--- src/rtl/frame_irq_pkg.sv ---
`timescale 1ns/1ps
`default_nettype none
// ============================================================================
// Module      : frame_irq_pkg
// Description : Shared field positions, widths and mode encodings for the
//               frame-gated key interrupt controller.
// Revision    : 1.0 - initial release
// ============================================================================
package frame_irq_pkg;

    // Interrupt instruction layout
    localparam int OPCODE_MSB  = 31;
    localparam int OPCODE_LSB  = 27;
    localparam int CH_IDX_MSB  = 26;
    localparam int CH_IDX_LSB  = 22;
    localparam int FRAME_MSB   = 21;
    localparam int FRAME_LSB   = 0;

    localparam int CH_IDX_W    = 5;
    localparam int FRAME_CNT_W = 22;
    localparam int DROP_CNT_W  = 8;

    localparam logic [4:0] IRQ_OPCODE_DEFAULT = 5'b11110;

    // Per-channel mode encodings for ch_repeat
    localparam logic MODE_EDGE   = 1'b0;
    localparam logic MODE_REPEAT = 1'b1;

endpackage
`default_nettype wire

--- src/rtl/irq_sync_fifo.sv ---
`timescale 1ns/1ps
`default_nettype none
// ============================================================================
// Module      : irq_sync_fifo
// Description : Single-clock FIFO with full/empty flags. A push while full is
//               accepted when a pop happens in the same cycle.
// Ports       : clk, reset_n (async active-low), i_push/i_wdata write side,
//               i_pop read side, o_rdata head entry, o_full, o_empty.
// Revision    : 1.0 - initial release
// ============================================================================
module irq_sync_fifo #(
    parameter int WIDTH = 32,
    parameter int DEPTH = 8
) (
    input  logic             clk,
    input  logic             reset_n,
    input  logic             i_push,
    input  logic [WIDTH-1:0] i_wdata,
    input  logic             i_pop,
    output logic [WIDTH-1:0] o_rdata,
    output logic             o_full,
    output logic             o_empty
);

    localparam int AW = $clog2(DEPTH);

    logic [WIDTH-1:0] r_mem [DEPTH];
    // One extra pointer bit distinguishes full from empty
    logic [AW:0]      r_wr_ptr;
    logic [AW:0]      r_rd_ptr;
    logic             w_do_push;
    logic             w_do_pop;

    assign o_empty   = (r_wr_ptr == r_rd_ptr);
    assign o_full    = (r_wr_ptr[AW] != r_rd_ptr[AW]) &&
                       (r_wr_ptr[AW-1:0] == r_rd_ptr[AW-1:0]);
    assign w_do_pop  = i_pop & ~o_empty;
    assign w_do_push = i_push & (~o_full | w_do_pop);
    assign o_rdata   = r_mem[r_rd_ptr[AW-1:0]];

    always_ff @(posedge clk or negedge reset_n) begin
        if (!reset_n) begin
            r_wr_ptr <= '0;
            r_rd_ptr <= '0;
        end else begin
            if (w_do_push) r_wr_ptr <= r_wr_ptr + 1'b1;
            if (w_do_pop)  r_rd_ptr <= r_rd_ptr + 1'b1;
        end
    end

    always_ff @(posedge clk) begin
        if (w_do_push) r_mem[r_wr_ptr[AW-1:0]] <= i_wdata;
    end

endmodule
`default_nettype wire

--- src/rtl/frame_irq_controller.sv ---
`timescale 1ns/1ps
`default_nettype none
// ============================================================================
// Module      : frame_irq_controller
// Description : Synchronises, debounces and edge-detects NUM_CH key inputs,
//               gates events to frame_tick boundaries and queues them as
//               32-bit interrupt instructions behind a valid/ack handshake.
// Ports       : clk, reset_n (async active-low), keys, ch_enable, ch_repeat,
//               frame_tick, irq_ack in; interrupt_instruction, irq_valid,
//               overflow (sticky), drop_count (saturating) out.
// Revision    : 1.0 - initial release
// ============================================================================
module frame_irq_controller
    import frame_irq_pkg::*;
#(
    parameter int         NUM_CH          = 4,
    parameter int         DEBOUNCE_CYCLES = 500000,
    parameter int         FIFO_DEPTH      = 8,
    parameter logic [4:0] IRQ_OPCODE      = IRQ_OPCODE_DEFAULT
) (
    input  logic                  clk,
    input  logic                  reset_n,
    input  logic [NUM_CH-1:0]     keys,
    input  logic [NUM_CH-1:0]     ch_enable,
    input  logic [NUM_CH-1:0]     ch_repeat,
    input  logic                  frame_tick,
    input  logic                  irq_ack,
    output logic [31:0]           interrupt_instruction,
    output logic                  irq_valid,
    output logic                  overflow,
    output logic [DROP_CNT_W-1:0] drop_count
);

    localparam int                DB_CNT_W  = $clog2(DEBOUNCE_CYCLES);
    localparam logic [DB_CNT_W-1:0] c_db_last = DB_CNT_W'(DEBOUNCE_CYCLES - 1);

    logic [NUM_CH-1:0]      r_key_meta;
    logic [NUM_CH-1:0]      r_key_sync;
    logic [NUM_CH-1:0]      r_key_deb;
    logic [DB_CNT_W-1:0]    r_db_cnt [NUM_CH];
    logic                   r_tick_meta;
    logic                   r_tick_sync;
    logic                   r_tick_prev;
    logic [NUM_CH-1:0]      r_pending;
    logic [NUM_CH-1:0]      r_batch;
    logic [FRAME_CNT_W-1:0] r_batch_frame;
    logic [FRAME_CNT_W-1:0] r_frame_count;
    logic                   r_overflow;
    logic [DROP_CNT_W-1:0]  r_drop_count;

    logic                   w_tick;
    logic [NUM_CH-1:0]      w_deb_rise;
    logic [NUM_CH-1:0]      w_repeat_mask;
    logic [NUM_CH-1:0]      w_events;
    logic [NUM_CH-1:0]      w_snapshot;
    logic [NUM_CH-1:0]      w_sel_onehot;
    logic [CH_IDX_W-1:0]    w_sel_idx;
    logic [31:0]            w_push_data;
    logic                   w_push;
    logic                   w_pop;
    logic                   w_drop;
    logic [31:0]            w_fifo_rdata;
    logic                   w_fifo_full;
    logic                   w_fifo_empty;

    // ---------------- Key synchronisers and debounce ----------------
    always_ff @(posedge clk or negedge reset_n) begin
        if (!reset_n) begin
            r_key_meta <= '0;
            r_key_sync <= '0;
            r_key_deb  <= '0;
            for (int i = 0; i < NUM_CH; i++) r_db_cnt[i] <= '0;
        end else begin
            r_key_meta <= keys;
            r_key_sync <= r_key_meta;
            for (int i = 0; i < NUM_CH; i++) begin
                if (r_key_sync[i] == r_key_deb[i]) begin
                    r_db_cnt[i] <= '0;
                end else if (r_db_cnt[i] == c_db_last) begin
                    r_key_deb[i] <= r_key_sync[i];
                    r_db_cnt[i]  <= '0;
                end else begin
                    r_db_cnt[i] <= r_db_cnt[i] + 1'b1;
                end
            end
        end
    end

    // Rising edge is flagged in the cycle the debounced state is about to
    // flip, so an edge coinciding with a tick lands in that frame's batch.
    always_comb begin
        w_deb_rise    = '0;
        w_repeat_mask = '0;
        for (int i = 0; i < NUM_CH; i++) begin
            w_deb_rise[i]    = r_key_sync[i] & ~r_key_deb[i] & (r_db_cnt[i] == c_db_last);
            w_repeat_mask[i] = (ch_repeat[i] == MODE_REPEAT);
        end
    end

    // ---------------- Frame tick synchroniser and edge detect ----------------
    always_ff @(posedge clk or negedge reset_n) begin
        if (!reset_n) begin
            r_tick_meta <= 1'b0;
            r_tick_sync <= 1'b0;
            r_tick_prev <= 1'b0;
        end else begin
            r_tick_meta <= frame_tick;
            r_tick_sync <= r_tick_meta;
            r_tick_prev <= r_tick_sync;
        end
    end

    assign w_tick     = r_tick_sync & ~r_tick_prev;
    assign w_events   = ch_enable & (w_deb_rise | ({NUM_CH{w_tick}} & r_key_deb & w_repeat_mask));
    assign w_snapshot = r_pending | w_events;

    // ---------------- Arbiter: lowest set batch bit wins ----------------
    assign w_sel_onehot = r_batch & (~r_batch + NUM_CH'(1));
    assign w_push       = |r_batch;

    always_comb begin
        w_sel_idx = '0;
        for (int i = NUM_CH - 1; i >= 0; i--) begin
            if (r_batch[i]) w_sel_idx = CH_IDX_W'(i);
        end
    end

    always_comb begin
        w_push_data                         = '0;
        w_push_data[OPCODE_MSB:OPCODE_LSB]  = IRQ_OPCODE;
        w_push_data[CH_IDX_MSB:CH_IDX_LSB]  = w_sel_idx;
        w_push_data[FRAME_MSB:FRAME_LSB]    = r_batch_frame;
    end

    // ---------------- Pending, batch, frame counter ----------------
    always_ff @(posedge clk or negedge reset_n) begin
        if (!reset_n) begin
            r_pending     <= '0;
            r_batch       <= '0;
            r_batch_frame <= '0;
            r_frame_count <= '0;
        end else begin
            r_pending     <= w_tick ? '0 : w_snapshot;
            // A new snapshot merges into whatever is still being drained
            r_batch       <= (r_batch & ~w_sel_onehot) | (w_tick ? w_snapshot : '0);
            if (w_tick) r_batch_frame <= r_frame_count;
            r_frame_count <= r_frame_count + FRAME_CNT_W'(w_tick);
        end
    end

    // ---------------- Queue and drop accounting ----------------
    assign w_pop  = irq_ack & ~w_fifo_empty;
    assign w_drop = w_push & w_fifo_full & ~w_pop;

    irq_sync_fifo #(
        .WIDTH (32),
        .DEPTH (FIFO_DEPTH)
    ) u_fifo (
        .clk     (clk),
        .reset_n (reset_n),
        .i_push  (w_push),
        .i_wdata (w_push_data),
        .i_pop   (w_pop),
        .o_rdata (w_fifo_rdata),
        .o_full  (w_fifo_full),
        .o_empty (w_fifo_empty)
    );

    always_ff @(posedge clk or negedge reset_n) begin
        if (!reset_n) begin
            r_overflow   <= 1'b0;
            r_drop_count <= '0;
        end else if (w_drop) begin
            r_overflow <= 1'b1;
            if (r_drop_count != {DROP_CNT_W{1'b1}}) r_drop_count <= r_drop_count + 1'b1;
        end
    end

    assign irq_valid             = ~w_fifo_empty;
    assign interrupt_instruction = w_fifo_empty ? 32'h0 : w_fifo_rdata;
    assign overflow              = r_overflow;
    assign drop_count            = r_drop_count;

endmodule
`default_nettype wire
--- config.mk ---
export PLATFORM = sky130hd
export DESIGN_NAME = frame_irq_controller
export DESIGN_NICKNAME = d
export VERILOG_FILES = /design/src/rtl/frame_irq_pkg.sv /design/src/rtl/irq_sync_fifo.sv /design/src/rtl/frame_irq_controller.sv
export SDC_FILE = /design/constraint.sdc
export NUM_CORES = 1
export LEC_CHECK = 0
export CELL_PAD_IN_SITES_DETAIL_PLACEMENT = 0
export CELL_PAD_IN_SITES_GLOBAL_PLACEMENT = 1
export CORE_UTILIZATION = 51
export DETAILED_ROUTE_END_ITERATION = 6
export HOLD_SLACK_MARGIN = 0.05
export PLACE_DENSITY = 0.86
export SYNTH_ARGS = -nofsm -noshare
export SYNTH_HDL_FRONTEND = slang
export SYNTH_SLANG_ARGS = --single-unit
--- constraint.sdc ---
create_clock -name clk -period 5.7 [get_ports clk]
set_input_delay 1.14 -clock clk [delete_from_list [all_inputs] [get_ports clk]]
set_output_delay 1.14 -clock clk [all_outputs]
set_load 0.1 [all_outputs]
==> impl_metrics.json, run 1 <==
{
  "crit_slowest_cell": "clkdlybuf4s50_1",
  "first_pass_iters": 5,
  "wl_um": 27400,
  "layout_common_cells": "192 x edfxtp_1, 158 x dfrtp_1, 108 x nor2_1",
  "clk_path_buf_depth": 3,
  "crit_chain": "buf_4, mux4_2, mux2i_1, nor2_1, clkdlybuf4s50_1",
  "antenna_found_initial": 0,
  "finalCritPeriodShare_pct": 83.9,
  "clockRootBuffer": "clkbuf_16",
  "cts_resized": 0,
  "nets": 1132,
  "clk_pin_slew_ns": 0.07,
  "die_area_mm2": 0.0296,
  "drive_gt1_share_pct": 15.5,
  "dr_wl_met2_um": 13500,
  "cpPeakStageDelay_ns": 1.01,
  "endpoint_kind": "output port",
  "worst_slack_ns": 0.918,
  "r2r_slack_ns": 2.82,
  "async_flop_share_pct": 45.5,
  "outcome": "completed",
  "report.final.slew_viol_count": 0,
  "finalHoldViolCount": 0,
  "place_congestion": 0.789,
  "hold_path.class": "flop to flop",
  "cp_num_buf_inv": 2,
  "worst_pin_slew_ns": 1.02,
  "stdcell_count": 1509,
  "antenna_cells": 0,
  "grt_use_total_pct": 19.5,
  "grt-ovfl-total": 0,
  "initial_core_util_pct": 52.5,
  "yosysWarnings": 0,
  "required_ns": 4.56,
  "numCtsBuffers": 36,
  "cts.sinks": 352,
  "post_drt_wl_per_cell_um": 18.1,
  "ys_seq_elements": 352,
  "path_max_fanout": 33,
  "syn_to_final_growth_pct": 14.2,
  "grt_pass1_wl_um": 44400,
  "leakagePower_uw": 0.00646,
  "syn_area_mm2": 0.0147,
  "pre_cts_ws_ns": 1.41,
  "grt_max_degree": 61,
  "num_vias": 8402,
  "drtAntennaViolNets": 0,
  "final.setup_skew_ns": 0.0205,
  "grt_pass1_vias": 8370,
  "tns_ns": 0,
  "routed.top_layer": "met4",
  "dp_cells": 1443,
  "power.density_mw_per_mm2": 441,
  "peakVddDrop_mv": 0.324,
  "crit_type": "flop to output port",
  "portBuffers": 53,
  "io_pins": 58,
  "critPathTopFamily": "buffers and inverters",
  "wl_met3_um": 1430,
  "clk_latency_ns": 0.51,
  "synthCells": 1043,
  "viasPerCell": 5.57,
  "met1_length_um": 12100,
  "fmax_mhz": 209,
  "die_w_um": 172,
  "setup_viol_count_final": 0,
  "dp_hpwl_um": 16400,
  "final_util_pct": 59.9,
  "cts_setup_buffers": 0,
  "seq_area_frac_synth_pct": 66.3,
  "start_kind": "flop",
  "final_common_cell": "edfxtp_1",
  "slew_headroom_pct": 32.1,
  "synthFlopType": "edfxtp_1",
  "synth.avg_cell_area_um2": 14.1,
  "drt_iter0_drc": 630,
  "rows": 61,
  "layout_min_cycle_time_ns": 4.78,
  "coreArea_mm2": 0.0281,
  "ctsHoldBuffers": 0,
  "cts_tree": "built",
  "hold_ws_ns": 0.346,
  "yosysUniqueCellTypes": 56,
  "drc": 0,
  "cts_max_level": 2,
  "cap_violations": 0,
  "synth_edf_count": 192,
  "rsz0062_at_grt": "false",
  "crit_arrival_ns": 3.64,
  "die_y_um": 172
}
## path summary, 6_finish.rpt
kind,end,cells after the start,startpoint
worst max-delay path,interrupt_instruction[18],5,u_fifo.r_rd_ptr[0]
worst max register to register,u_fifo.r_mem[7][14],4,u_fifo.r_rd_ptr[0]
max in group asynchronous,r_batch_frame[9],2,reset_n
worst min register to register,r_key_sync[1],0,r_key_meta[1]
worst min-delay path,r_key_sync[1],0,r_key_meta[1]
min in group asynchronous,r_key_sync[2],1,reset_n
## flip-flops by register name, summed over array words and instances (netlist names), 4 cells and up
signal,flops
r_batch_frame,22
u_fifo.r_rd_ptr,4
u_fifo.r_mem,192
u_fifo.r_wr_ptr,4
r_pending,4
r_db_cnt,76
r_frame_count,22
r_batch,4
r_key_sync,4
drop_count,8
r_key_deb,4
r_key_meta,4
## layer usage
metal | up-vias | GRT usage (%)
li1 | 3965 | -
met1 | 4222 | 26.9
met2 | 190 | 32.8
met3 | 25 | 3.25
met4 | 0 | 4.04
met5 | - | 0
## synth_stat cells, types with 3 or more instances
master    number  area, µm²
a21o_1         4       30.0
a21oi_1       20        100
a31oi_1        3       18.8
a41oi_1        3       26.3
and3_1         5       31.3
and4_1         7       61.3
buf_1          3       11.3
buf_2         10       50.1
buf_4         10       75.1
clkbuf_1      24       90.1
dfrtp_1      160       4000
edfxtp_1     192       5770
ha_1          13        163
inv_1         21       78.8
mux2_2         6       67.6
mux2i_1       24        240
mux4_2        48       1080
nand2_1       94        353
nand2b_1       4       25.0
nand3_1       40        200
nand3b_1       4       30.0
nand4_1       35        219
nor2_1       108        405
nor3_1        18       90.1
nor4_1        19        119
nor4_2         3       37.5
o21ai_0       10       50.1
o31ai_1        5       37.5
or2_2          6       37.5
or3_1         10       62.6
or4_1         11       82.6
or4b_2         3       30.0
xnor2_1       55        482
xor2_1        36        315
## layout make-up
class	instances	area (µm²)
Timing Repair Buffer	68	604
Fill cell	2175	11300
Clock buffer	44	982
Sequential cell	352	9770
Inverter	22	82.6
Multi-Input combinational cell	623	4710
Tap cell	378	473
Clock inverter	22	199
## power by group
group | total (µW) | switching, µW | leakage [µW] | internal, µW
Combinational | 2220 | 1570 | 0.00184 | 651
Clock | 2320 | 952 | 0.000576 | 1370
Sequential | 2890 | 121 | 0.00405 | 2770
## kinds of logic (layout without fill, tap and decap cells)
| kind of cell | Yosys count | after routing | share of synthesized area [%] |
|---|---|---|---|
| buffers and inverters | 71 | 156 | 2.25 |
| XOR/XNOR | 91 | 91 | 5.41 |
| multiplexers | 79 | 79 | 9.50 |
| AO/OA/AOI/OAI | 57 | 57 | 2.59 |
| other | 1 | 4 | 0.0254 |
| flip-flops | 352 | 352 | 66.3 |
| adder cells (fa/ha/maj) | 13 | 13 | 1.10 |
| AND/OR/NAND/NOR | 379 | 379 | 12.9 |
## through the flow
stage          area (µm²)  total power [µW]
2_1_floorplan       14800              4730
3_5_place_dp        15600              5170
4_1_cts             16800              7500
5_1_grt             16800              7710
3_3_place_gp        15600              5150
6_report            16800              7430
Note: power is estimated with default switching activity, not from simulation.
==> inputs of run 2 (changes only) <==
==> constraint.sdc (replaced) <==
create_clock -name clk -period 4.99 [get_ports clk]
set_input_delay 0.998 -clock clk [delete_from_list [all_inputs] [get_ports clk]]
set_output_delay 0.998 -clock clk [all_outputs]
set_load 0.1 [all_outputs]
==> run 2 against run 1 <==
- total power grew 15%
- via count rose by 0.43%
- die area did not move
- largest power group unchanged
- wire length fell by 1.2%
- utilization up 0.067 points
==> impl_metrics.json, run 2 (synthesis gave the netlist of run 1 again) <==
{
  "viasPerCell": 5.60,
  "die_w_um": 172,
  "start_kind": "flop",
  "crit_arrival_ns": 2.82,
  "cts.sinks": 352,
  "peakVddDrop_mv": 0.287,
  "final_common_cell": "edfxtp_1",
  "final_util_pct": 60.0,
  "ctsHoldBuffers": 0,
  "required_ns": 3.99,
  "syn_to_final_growth_pct": 14.3,
  "clockRootBuffer": "clkbuf_16",
  "place_congestion": 0.774,
  "drtAntennaViolNets": 0,
  "largest_reg_flops": 192,
  "cts_setup_buffers": 0,
  "placed_area_mm2": 0.0156,
  "reg2reg_to": "u_fifo.r_mem[5][11]",
  "clk_latency_ns": 0.52,
  "dr_wl_met2_um": 13200,
  "cp-startpoint": "u_fifo.r_rd_ptr[0]",
  "die_area_mm2": 0.0296,
  "leakagePower_uw": 0.00649,
  "portBuffers": 53,
  "grt_max_degree": 99,
  "io_pins": 58,
  "numCtsBuffers": 36,
  "post_drt_wl_per_cell_um": 17.9,
  "antenna_cells": 0,
  "grt-ovfl-total": 0,
  "routed.top_layer": "met4",
  "wl_met3_um": 1050,
  "endpoint_kind": "output port",
  "grt_use_total_pct": 19.4,
  "drt_iter0_drc": 580,
  "wl_um": 27000,
  "fin_area_mm2": 0.0168,
  "nets": 1132,
  "dp_hpwl_um": 15900,
  "met1_length_um": 12300,
  "min_from": "r_key_meta[1]",
  "antenna_found_initial": 0,
  "clk_path_buf_depth": 3,
  "outcome": "completed",
  "cts_max_level": 2,
  "tns_ns": 0,
  "cts_resized": 0,
  "r2r_slack_ns": 2.07,
  "finalHoldViolCount": 0,
  "grt_pass1_vias": 8365,
  "drc": 0,
  "worst_pin_slew_ns": 0.975,
  "layout_common_cells": "192 x edfxtp_1, 158 x dfrtp_1, 108 x nor2_1",
  "drive_gt1_share_pct": 16.2,
  "timing.rr.start": "u_fifo.r_rd_ptr[0]",
  "reg2reg_depth": 5,
  "min_to": "r_key_sync[1]",
  "slew_headroom_pct": 34.4,
  "fillCellCount": 2126,
  "fmax_mhz": 262,
  "finalCritPeriodShare_pct": 76.5,
  "hold_ws_ns": 0.350,
  "report.final.slew_viol_count": 0,
  "coreArea_mm2": 0.0281,
  "initial_core_util_pct": 52.5,
  "rsz0062_at_grt": "false",
  "die_y_um": 172,
  "crit_type": "flop to output port",
  "final.setup_skew_ns": 0.0166,
  "grt_pass1_wl_um": 44400,
  "hold_path.class": "flop to flop",
  "min_delay_path_depth": 0,
  "path_max_fanout": 43,
  "cts_tree": "built",
  "layout_min_cycle_time_ns": 3.82,
  "num_vias": 8438,
  "power.density_mw_per_mm2": 509,
  "setup_viol_count_final": 0,
  "finalPower_uw": 8570,
  "rows": 61,
  "clk_pin_slew_ns": 0.06,
  "first_pass_iters": 5,
  "cap_violations": 0
}
-- run 2: layout make-up --
cell class,count,area (µm²),share of cell area (%)
clock inverter,18,249,1.48
tap,378,473,2.81
inverter,22,82.6,0.490
multi-input combinational,623,4710,28.0
timing repair buffer,68,572,3.39
sequential,352,9770,58.0
clock buffer,47,983,5.84
-- run 2: worst max-delay path, cell delays in order, from the launching register on --
cell     delay [ns]
dfrtp_4        0.98
buf_4          0.36
mux4_2         0.52
mux2i_1        0.15
nor2_1         0.05
buf_4          0.24
-- run 2: where the power goes --
group	total [µW]	leakage, µW	internal [µW]	switching (µW)
Sequential	3390	0.00405	3160	227
Combinational	2410	0.00185	722	1690
Clock	2770	0.000600	1710	1070
-- run 2: how the worst max path moves through the flow --
stage                     cells past startpoint                         to  slack [ns]
after detailed placement                      5   interrupt_instruction[6]        1.63
after CTS                                     5   interrupt_instruction[2]        1.08
after global placement                        5   interrupt_instruction[6]        1.66
after global routing                          5  interrupt_instruction[31]        0.92
final                                         5   interrupt_instruction[8]        1.17
after floorplan                               3         u_fifo.r_mem[1][0]        0.70
-- run 2: per-layer routing --
metal / global-route usage [%] / up-vias
met1: 26.9 / 4269
met4: 5.62 / 0
li1: - / 3963
met3: 3.25 / 39
met5: 0 / -
met2: 31.7 / 167
-- run 2: metrics by stage --
stage	instances	setup WS, ns
5_1_grt	1508	0.923
3_3_place_gp	1443	1.66
3_5_place_dp	1443	1.63
4_1_cts	1508	1.08
6_report	1508	1.17
2_1_floorplan	1046	0.699
